<file path="src/rtl/sensor_ni_pkg.sv">
// Shared definitions for the sensor slot decoder: FSM encoding, default
// widths and the frame-length constant used by both SCAN and GUARD timing.
package sensor_ni_pkg;

   typedef enum logic [2:0] {
      ST_GUARD = 3'd0,
      ST_IDLE  = 3'd1,
      ST_ARM   = 3'd2,
      ST_SCAN  = 3'd3,
      ST_DRAIN = 3'd4
   } state_e;

   localparam int SLOT_W_DEF = 4;
   localparam int DATA_W_DEF = 8;

   function automatic int frame_len(input int slot_w, input int data_w);
      return 1 << (slot_w + data_w);
   endfunction

   localparam int FRAME_LEN_DEF = frame_len(SLOT_W_DEF, DATA_W_DEF);

endpackage

</file>
<file path="src/rtl/slot_frame_counter.sv">
// Slot/data counter pair mirroring the sensor interface counters: slot counts
// every enabled cycle, data steps when slot wraps from all-ones.
module slot_frame_counter #(
   parameter int SLOT_W = 4,
   parameter int DATA_W = 8
) (
   input  logic              clk_division,
   input  logic              rst_n,
   input  logic              en,
   input  logic              clr,
   output logic [SLOT_W-1:0] slot_cnt,
   output logic [DATA_W-1:0] data_cnt,
   output logic              slot_wrap,
   output logic              data_wrap
);

   assign slot_wrap = &slot_cnt;
   assign data_wrap = &data_cnt;

   always_ff @(posedge clk_division) begin
      if (!rst_n || clr) begin
         slot_cnt <= '0;
         data_cnt <= '0;
      end else if (en) begin
         slot_cnt <= slot_cnt + 1'b1;
         if (slot_wrap) begin
            data_cnt <= data_cnt + 1'b1;
         end
      end
   end

endmodule

</file>
<file path="src/rtl/sensor_slot_decoder.sv">
// Frame-based sensor slot decoder: arms sensors, scans the wired-OR slot bus,
// then drains one record per address. Optional macro: SENSOR_COLLISION_DETECT_EN.
module sensor_slot_decoder
   import sensor_ni_pkg::*;
#(
   parameter int SLOT_W = SLOT_W_DEF,
   parameter int DATA_W = DATA_W_DEF
) (
   input  logic              clk_division,
   input  logic              rst_n,
   input  logic              start,
   input  logic              slot_bus,
   output logic              sample_en,
   output logic              busy,
   output logic              out_valid,
   input  logic              out_ready,
   output logic [SLOT_W-1:0] out_addr,
   output logic [DATA_W-1:0] out_data,
   output logic              out_hit,
   output logic              collision,
   output logic              frame_done,
   output logic [2:0]        state_dbg
);

   localparam int NSLOT = 1 << SLOT_W;

   state_e              state;
   logic [NSLOT-1:0]    hit_q;
   logic [DATA_W-1:0]   data_q [NSLOT];
   logic [SLOT_W-1:0]   drain_idx;
   logic [SLOT_W-1:0]   slot_cnt;
   logic [DATA_W-1:0]   data_cnt;
   logic                slot_wrap;
   logic                data_wrap;
   logic                frame_end;
   logic                cnt_en;
   logic                cnt_clr;
   logic                rec_write;

   // The same counter pair times GUARD and SCAN; both end on a natural wrap.
   assign cnt_en    = (state == ST_GUARD) || (state == ST_SCAN);
   assign cnt_clr   = (state == ST_IDLE) || (state == ST_ARM);
   assign frame_end = slot_wrap && data_wrap;

   slot_frame_counter #(
      .SLOT_W (SLOT_W),
      .DATA_W (DATA_W)
   ) u_counter (
      .clk_division (clk_division),
      .rst_n        (rst_n),
      .en           (cnt_en),
      .clr          (cnt_clr),
      .slot_cnt     (slot_cnt),
      .data_cnt     (data_cnt),
      .slot_wrap    (slot_wrap),
      .data_wrap    (data_wrap)
   );

`ifdef SENSOR_COLLISION_DETECT_EN
   logic coll_q;
   assign rec_write = (state == ST_SCAN) && slot_bus && !hit_q[slot_cnt];
   assign collision = coll_q;
`else
   assign rec_write = (state == ST_SCAN) && slot_bus;
   assign collision = 1'b0;
`endif

   always_ff @(posedge clk_division) begin
      if (!rst_n) begin
         state      <= ST_GUARD;
         sample_en  <= 1'b0;
         frame_done <= 1'b0;
         hit_q      <= '0;
         drain_idx  <= '0;
`ifdef SENSOR_COLLISION_DETECT_EN
         coll_q     <= 1'b0;
`endif
      end else begin
         sample_en  <= 1'b0;
         frame_done <= 1'b0;
         case (state)
            ST_GUARD: begin
               if (frame_end) begin
                  state <= ST_IDLE;
               end
            end
            ST_IDLE: begin
               if (start) begin
                  state     <= ST_ARM;
                  sample_en <= 1'b1;
`ifdef SENSOR_COLLISION_DETECT_EN
                  coll_q    <= 1'b0;
`endif
               end
            end
            ST_ARM: begin
               state <= ST_SCAN;
            end
            ST_SCAN: begin
               if (slot_bus) begin
                  hit_q[slot_cnt] <= 1'b1;
`ifdef SENSOR_COLLISION_DETECT_EN
                  if (hit_q[slot_cnt]) begin
                     coll_q <= 1'b1;
                  end
`endif
               end
               if (frame_end) begin
                  state     <= ST_DRAIN;
                  drain_idx <= '0;
               end
            end
            ST_DRAIN: begin
               if (out_ready) begin
                  if (drain_idx == {SLOT_W{1'b1}}) begin
                     state      <= ST_IDLE;
                     frame_done <= 1'b1;
                     hit_q      <= '0;
                  end else begin
                     drain_idx <= drain_idx + 1'b1;
                  end
               end
            end
            default: begin
               state <= ST_GUARD;
            end
         endcase
      end
   end

   // Record data needs no reset: a missed address is masked by its hit bit.
   always_ff @(posedge clk_division) begin
      if (rec_write) begin
         data_q[slot_cnt] <= data_cnt;
      end
   end

   assign busy      = (state != ST_IDLE);
   assign out_valid = (state == ST_DRAIN);
   assign out_addr  = drain_idx;
   assign out_hit   = hit_q[drain_idx];
   assign out_data  = out_hit ? data_q[drain_idx] : '0;
   assign state_dbg = state;

endmodule
</file>
<file path="config.mk">
export PLATFORM = sky130hd
export DESIGN_NAME = sensor_slot_decoder
export DESIGN_NICKNAME = d
export VERILOG_FILES = /design/src/rtl/sensor_ni_pkg.sv /design/src/rtl/slot_frame_counter.sv /design/src/rtl/sensor_slot_decoder.sv
export SDC_FILE = /design/constraint.sdc
export NUM_CORES = 1
export LEC_CHECK = 0
export CORE_UTILIZATION = 50
export DETAILED_ROUTE_END_ITERATION = 7
export DONT_BUFFER_PORTS = 1
export GPL_TIMING_DRIVEN = 0
export PLACE_DENSITY_LB_ADDON = 0.08
export SYNTH_ARGS = -nofsm -noshare
export SYNTH_HDL_FRONTEND = slang
export SYNTH_SLANG_ARGS = --single-unit
</file>
<file path="constraint.sdc">
create_clock -name clk_division -period 2.1 [get_ports clk_division]
set_input_delay 0.315 -clock clk_division [delete_from_list [all_inputs] [get_ports clk_division]]
set_output_delay 0.315 -clock clk_division [all_outputs]
set_load 0.005 [all_outputs]
</file>
==> flow_results.xml <==
<?xml version="1.0" encoding="UTF-8"?>
<metrics>
  <group name="status">
    <metric name="outcome" unit="">finished, violations left</metric>
    <metric name="failing_checks" unit="">negative setup slack</metric>
  </group>
  <group name="timing">
    <metric name="fin_worst_skew" unit="ps">8.908</metric>
    <metric name="postLayoutSetupSlackWorst" unit="ps">-244.2</metric>
    <metric name="grt_setup_unrepaired" unit="">true</metric>
    <metric name="final-hold-violation-count" unit="">0</metric>
    <metric name="setup_tns" unit="ps">-2015</metric>
    <metric name="layout_min_cycle_time" unit="ps">2344</metric>
    <metric name="tightest_slew" unit="ps">522.2</metric>
    <metric name="setup-violations-final" unit="">9</metric>
    <metric name="slew_violations" unit="">0</metric>
    <metric name="achievable-frequency" unit="MHz">426.6</metric>
    <metric name="slew-limit-headroom" unit="%">65.07</metric>
    <metric name="final.period_utilization" unit="%">111.6</metric>
  </group>
  <group name="layout">
    <metric name="insertedDiodeCount" unit="">0</metric>
    <metric name="area.growth.synth_to_final" unit="%">16.68</metric>
    <metric name="fin_nets" unit="">450</metric>
    <metric name="final_layout_size_suffix_gt1_share" unit="%">33.92</metric>
    <metric name="stdcell_count" unit="">627</metric>
  </group>
  <group name="detailed_routing">
    <metric name="wirelength" unit="µm">13920</metric>
    <metric name="antenna_violating_nets_post_route" unit="">0</metric>
    <metric name="top_layer_in_use" unit="">met4</metric>
    <metric name="vias" unit="">3675</metric>
    <metric name="drt_drc_violations_left" unit="">0</metric>
    <metric name="drt-initial-drc-count" unit="">308</metric>
    <metric name="wl_met2" unit="µm">6970</metric>
    <metric name="met3WireLength" unit="µm">578</metric>
    <metric name="wl_met1" unit="µm">6143</metric>
    <metric name="wl_per_cell" unit="µm">22.20</metric>
    <metric name="via_per_inst" unit="">5.861</metric>
    <metric name="drt_pass1_iterations" unit="">4</metric>
  </group>
  <group name="setup_path">
    <metric name="worst-r2r-setup-slack" unit="ps">150</metric>
    <metric name="slowest_delay" unit="ps">540</metric>
    <metric name="crit_slowest_cell" unit="">mux4_2</metric>
    <metric name="timing.critical_path.to_type" unit="">output pin</metric>
    <metric name="rr_worst_depth" unit="">5</metric>
    <metric name="cp_cell_sequence" unit="">buf_8 &gt; buf_12 &gt; buf_12 &gt; mux4_2 &gt; mux2i_2 &gt; a211oi_2</metric>
    <metric name="critPathMaxFanout" unit="">6</metric>
    <metric name="rr_startpoint" unit="">u_counter.data_cnt[0]</metric>
    <metric name="cp-endpoint" unit="">out_data[1]</metric>
    <metric name="startpoint_type" unit="">flop</metric>
    <metric name="cp.required" unit="ps">1780</metric>
    <metric name="crit_path_frequent_cell" unit="">buf_12</metric>
    <metric name="timing.setup.critical_path_class" unit="">flop to output pin</metric>
    <metric name="worstPathArrival" unit="ps">2030</metric>
  </group>
  <group name="cts">
    <metric name="clock_tree.buffer_depth" unit="">2</metric>
    <metric name="clock_sink_count" unit="">169</metric>
    <metric name="cts.htree.levels" unit="">4</metric>
    <metric name="cts-root-buf" unit="">clkbuf_16</metric>
    <metric name="clkLatencyLatePin" unit="ps">430</metric>
    <metric name="cts-buffers-inserted" unit="">17</metric>
    <metric name="cts_tree" unit="">done</metric>
    <metric name="clkSlewWorstSetupHoldPaths" unit="ps">60</metric>
  </group>
  <group name="yosys">
    <metric name="post_synth_num_cell_types" unit="">50</metric>
    <metric name="yosys_warnings" unit="">0</metric>
    <metric name="synthDominantCellAreaShare" unit="%">55.58</metric>
    <metric name="netlist_instances" unit="">410</metric>
    <metric name="postSynthNetCount" unit="">421</metric>
    <metric name="yosys-top-cells-count" unit="">edfxtp_1 (128), dfxtp_1 (41), mux4_2 (36)</metric>
    <metric name="synth-seq-area-share" unit="%">67.45</metric>
    <metric name="dominant_cell_by_count_in_the_synthesized_netlist" unit="">edfxtp_1</metric>
    <metric name="synth_enable_flop_cells" unit="">128</metric>
    <metric name="synth_area_per_cell" unit="µm²">16.87</metric>
    <metric name="synth_seq_cells" unit="">169</metric>
    <metric name="yosys-top-cells-area" unit="">edfxtp_1 (56%), dfxtp_1 (12%), mux4_2 (12%)</metric>
    <metric name="asyncSetResetFlopFracSynth" unit="%">0</metric>
    <metric name="yosys.area.top_type" unit="">edfxtp_1</metric>
    <metric name="dominantRegCellSynth" unit="">edfxtp_1</metric>
    <metric name="synth.cell_area" unit="mm²">0.006915</metric>
  </group>
  <group name="floorplan">
    <metric name="chipHeight" unit="µm">119.6</metric>
    <metric name="start_util" unit="%">51.81</metric>
    <metric name="design.core.area" unit="mm²">0.01335</metric>
    <metric name="standard_cell_rows" unit="">42</metric>
    <metric name="floorplan.io_pins" unit="">26</metric>
    <metric name="die_area" unit="mm²">0.01431</metric>
    <metric name="die_width" unit="µm">119.6</metric>
  </group>
  <group name="pwr">
    <metric name="power.total" unit="mW">6.579</metric>
    <metric name="pd_cells" unit="mW/mm²">815.4</metric>
    <metric name="maximum_vdd_drop" unit="mV">0.4833</metric>
    <metric name="leak_pwr" unit="nW">2.814</metric>
  </group>
  <group name="placed_design">
    <metric name="portBuffers" unit="">0</metric>
    <metric name="place_inst" unit="">586</metric>
    <metric name="gp_congestion" unit="">0.8013</metric>
    <metric name="dpl.hpwl" unit="µm">8873</metric>
  </group>
  <group name="grt">
    <metric name="grt_first_pass_wirelength" unit="µm">21400</metric>
    <metric name="number_of_global_route_vias_before_repair" unit="">3620</metric>
    <metric name="grt_start_max_net_pins" unit="">21</metric>
    <metric name="grt_overflow" unit="">0</metric>
    <metric name="grt_usage" unit="%">20.96</metric>
    <metric name="grt_antenna_before_repair" unit="">0</metric>
  </group>
  <group name="worst_hold_path">
    <metric name="worst_hold_path_type" unit="">primary input to flop</metric>
  </group>
  <group name="job">
    <metric name="timing.max_cap.violations" unit="">0</metric>
  </group>
</metrics>
stage by stage:
stage | instance area, µm² | worst slack, ps | hold WS [ps] | util (%)
3_5_place_dp | 7136 | -415.5 | 441.9 | 53.46
5_1_grt | 8069 | -321.6 | 54.26 | 60.45
6_report | 8069 | -244.2 | 47.41 | 60.45
2_1_floorplan | 6915 | 269.7 | 428.8 | -
4_1_cts | 7895 | -329.1 | 35.86 | 59.15
3_3_place_gp | 7136 | -430.8 | 431.8 | 53.46
cells in the final DEF, fill, tap and decap left out, types with 6 or more instances in the layout:
cell type / Yosys / layout
dfxtp_2: 0 / 6
and2_2: 0 / 16
nor2b_1: 8 / 8
buf_4: 4 / 11
mux4_2: 36 / 36
nor2_1: 15 / 14
a21oi_1: 8 / 8
nand2_1: 10 / 10
a211oi_1: 18 / 6
o21ai_0: 7 / 7
inv_1: 7 / 6
a32o_1: 16 / 16
clkinvlp_4: 0 / 6
ha_1: 6 / 6
a211oi_2: 0 / 12
dfxtp_1: 41 / 30
edfxtp_1: 128 / 128
clkbuf_16: 0 / 19
routing by layer:
metal | vias up | track usage [%]
li1 | 1709 | -
met1 | 1873 | 28.60
met2 | 79 | 33.06
met3 | 14 | 4.420
met5 | - | 0
met4 | 0 | 8.438
how the worst min path moves through the flow:
stage | cells past startpoint | to | startpoint | slack, ps
2_1_floorplan | 2 | sample_en | start | 430
3_3_place_gp | 2 | sample_en | start | 430
3_5_place_dp | 2 | sample_en | start | 440
4_1_cts | 2 | state_dbg[1] | start | 40
5_1_grt | 2 | state_dbg[1] | start | 50
6_report | 2 | state_dbg[1] | start | 50
report_power, final:
| part | switching [mW] | internal [mW] |
|---|---|---|
| logic | 0.0514 | 0.0240 |
| clock network | 1.22 | 1.73 |
| registers | 0.00834 | 3.54 |
| total | 1.28 | 5.29 |
area by class of cell:
class	count	area, µm²
fill	1013	5279
clock buffer	18	429.2
buffer	24	203.9
sequential	169	4691
inverter	8	30.03
multi-input combinational	210	2258
clock inverter	13	131.4
tap	176	220.2
timing repair buffer	9	105.1
flip-flops by register name, summed over array words and instances (netlist names), named ones only:
| register | cells |
|---|---|
| data_q | 128 |
| hit_q | 16 |
| u_counter.data_cnt | 8 |
| out_addr | 4 |
| u_counter.slot_cnt | 4 |
| state_dbg | 3 |
| frame_done | 1 |
| sample_en | 1 |
worst max-delay path, delay by kind of cell (launching register included):
| kind | cells | cell delay [ps] |
|---|---|---|
| compound gates | 1 | 120 |
| mux | 2 | 740 |
| flops | 1 | 330 |
| buf+inv | 3 | 400 |
cell families (layout without fill, tap and decap cells):
logic type / Yosys count / after routing / synth area share, %
buffers and inverters: 32 / 72 / 2.786
AND/OR/NAND/NOR: 85 / 85 / 7.183
other: 1 / 1 / 0.05423
AO/OA/AOI/OAI: 60 / 60 / 6.694
multiplexers: 49 / 50 / 13.62
adder cells (fa/ha/maj): 6 / 6 / 1.086
XOR/XNOR: 8 / 8 / 1.122
flip-flops: 169 / 169 / 67.45
repair_timing:
| item | CTS | global route |
|---|---|---|
| hold buffers | 1 | 0 |
| hold endpoints to repair | 1 | 0 |
| pin swaps | 1 | 8 |
| resized for setup | 58 | 23 |
| cloned | 1 | 2 |
| setup buffers | 1 | 5 |
| setup endpoints to repair | 114 | 142 |
(Power assumes the default switching activity.)
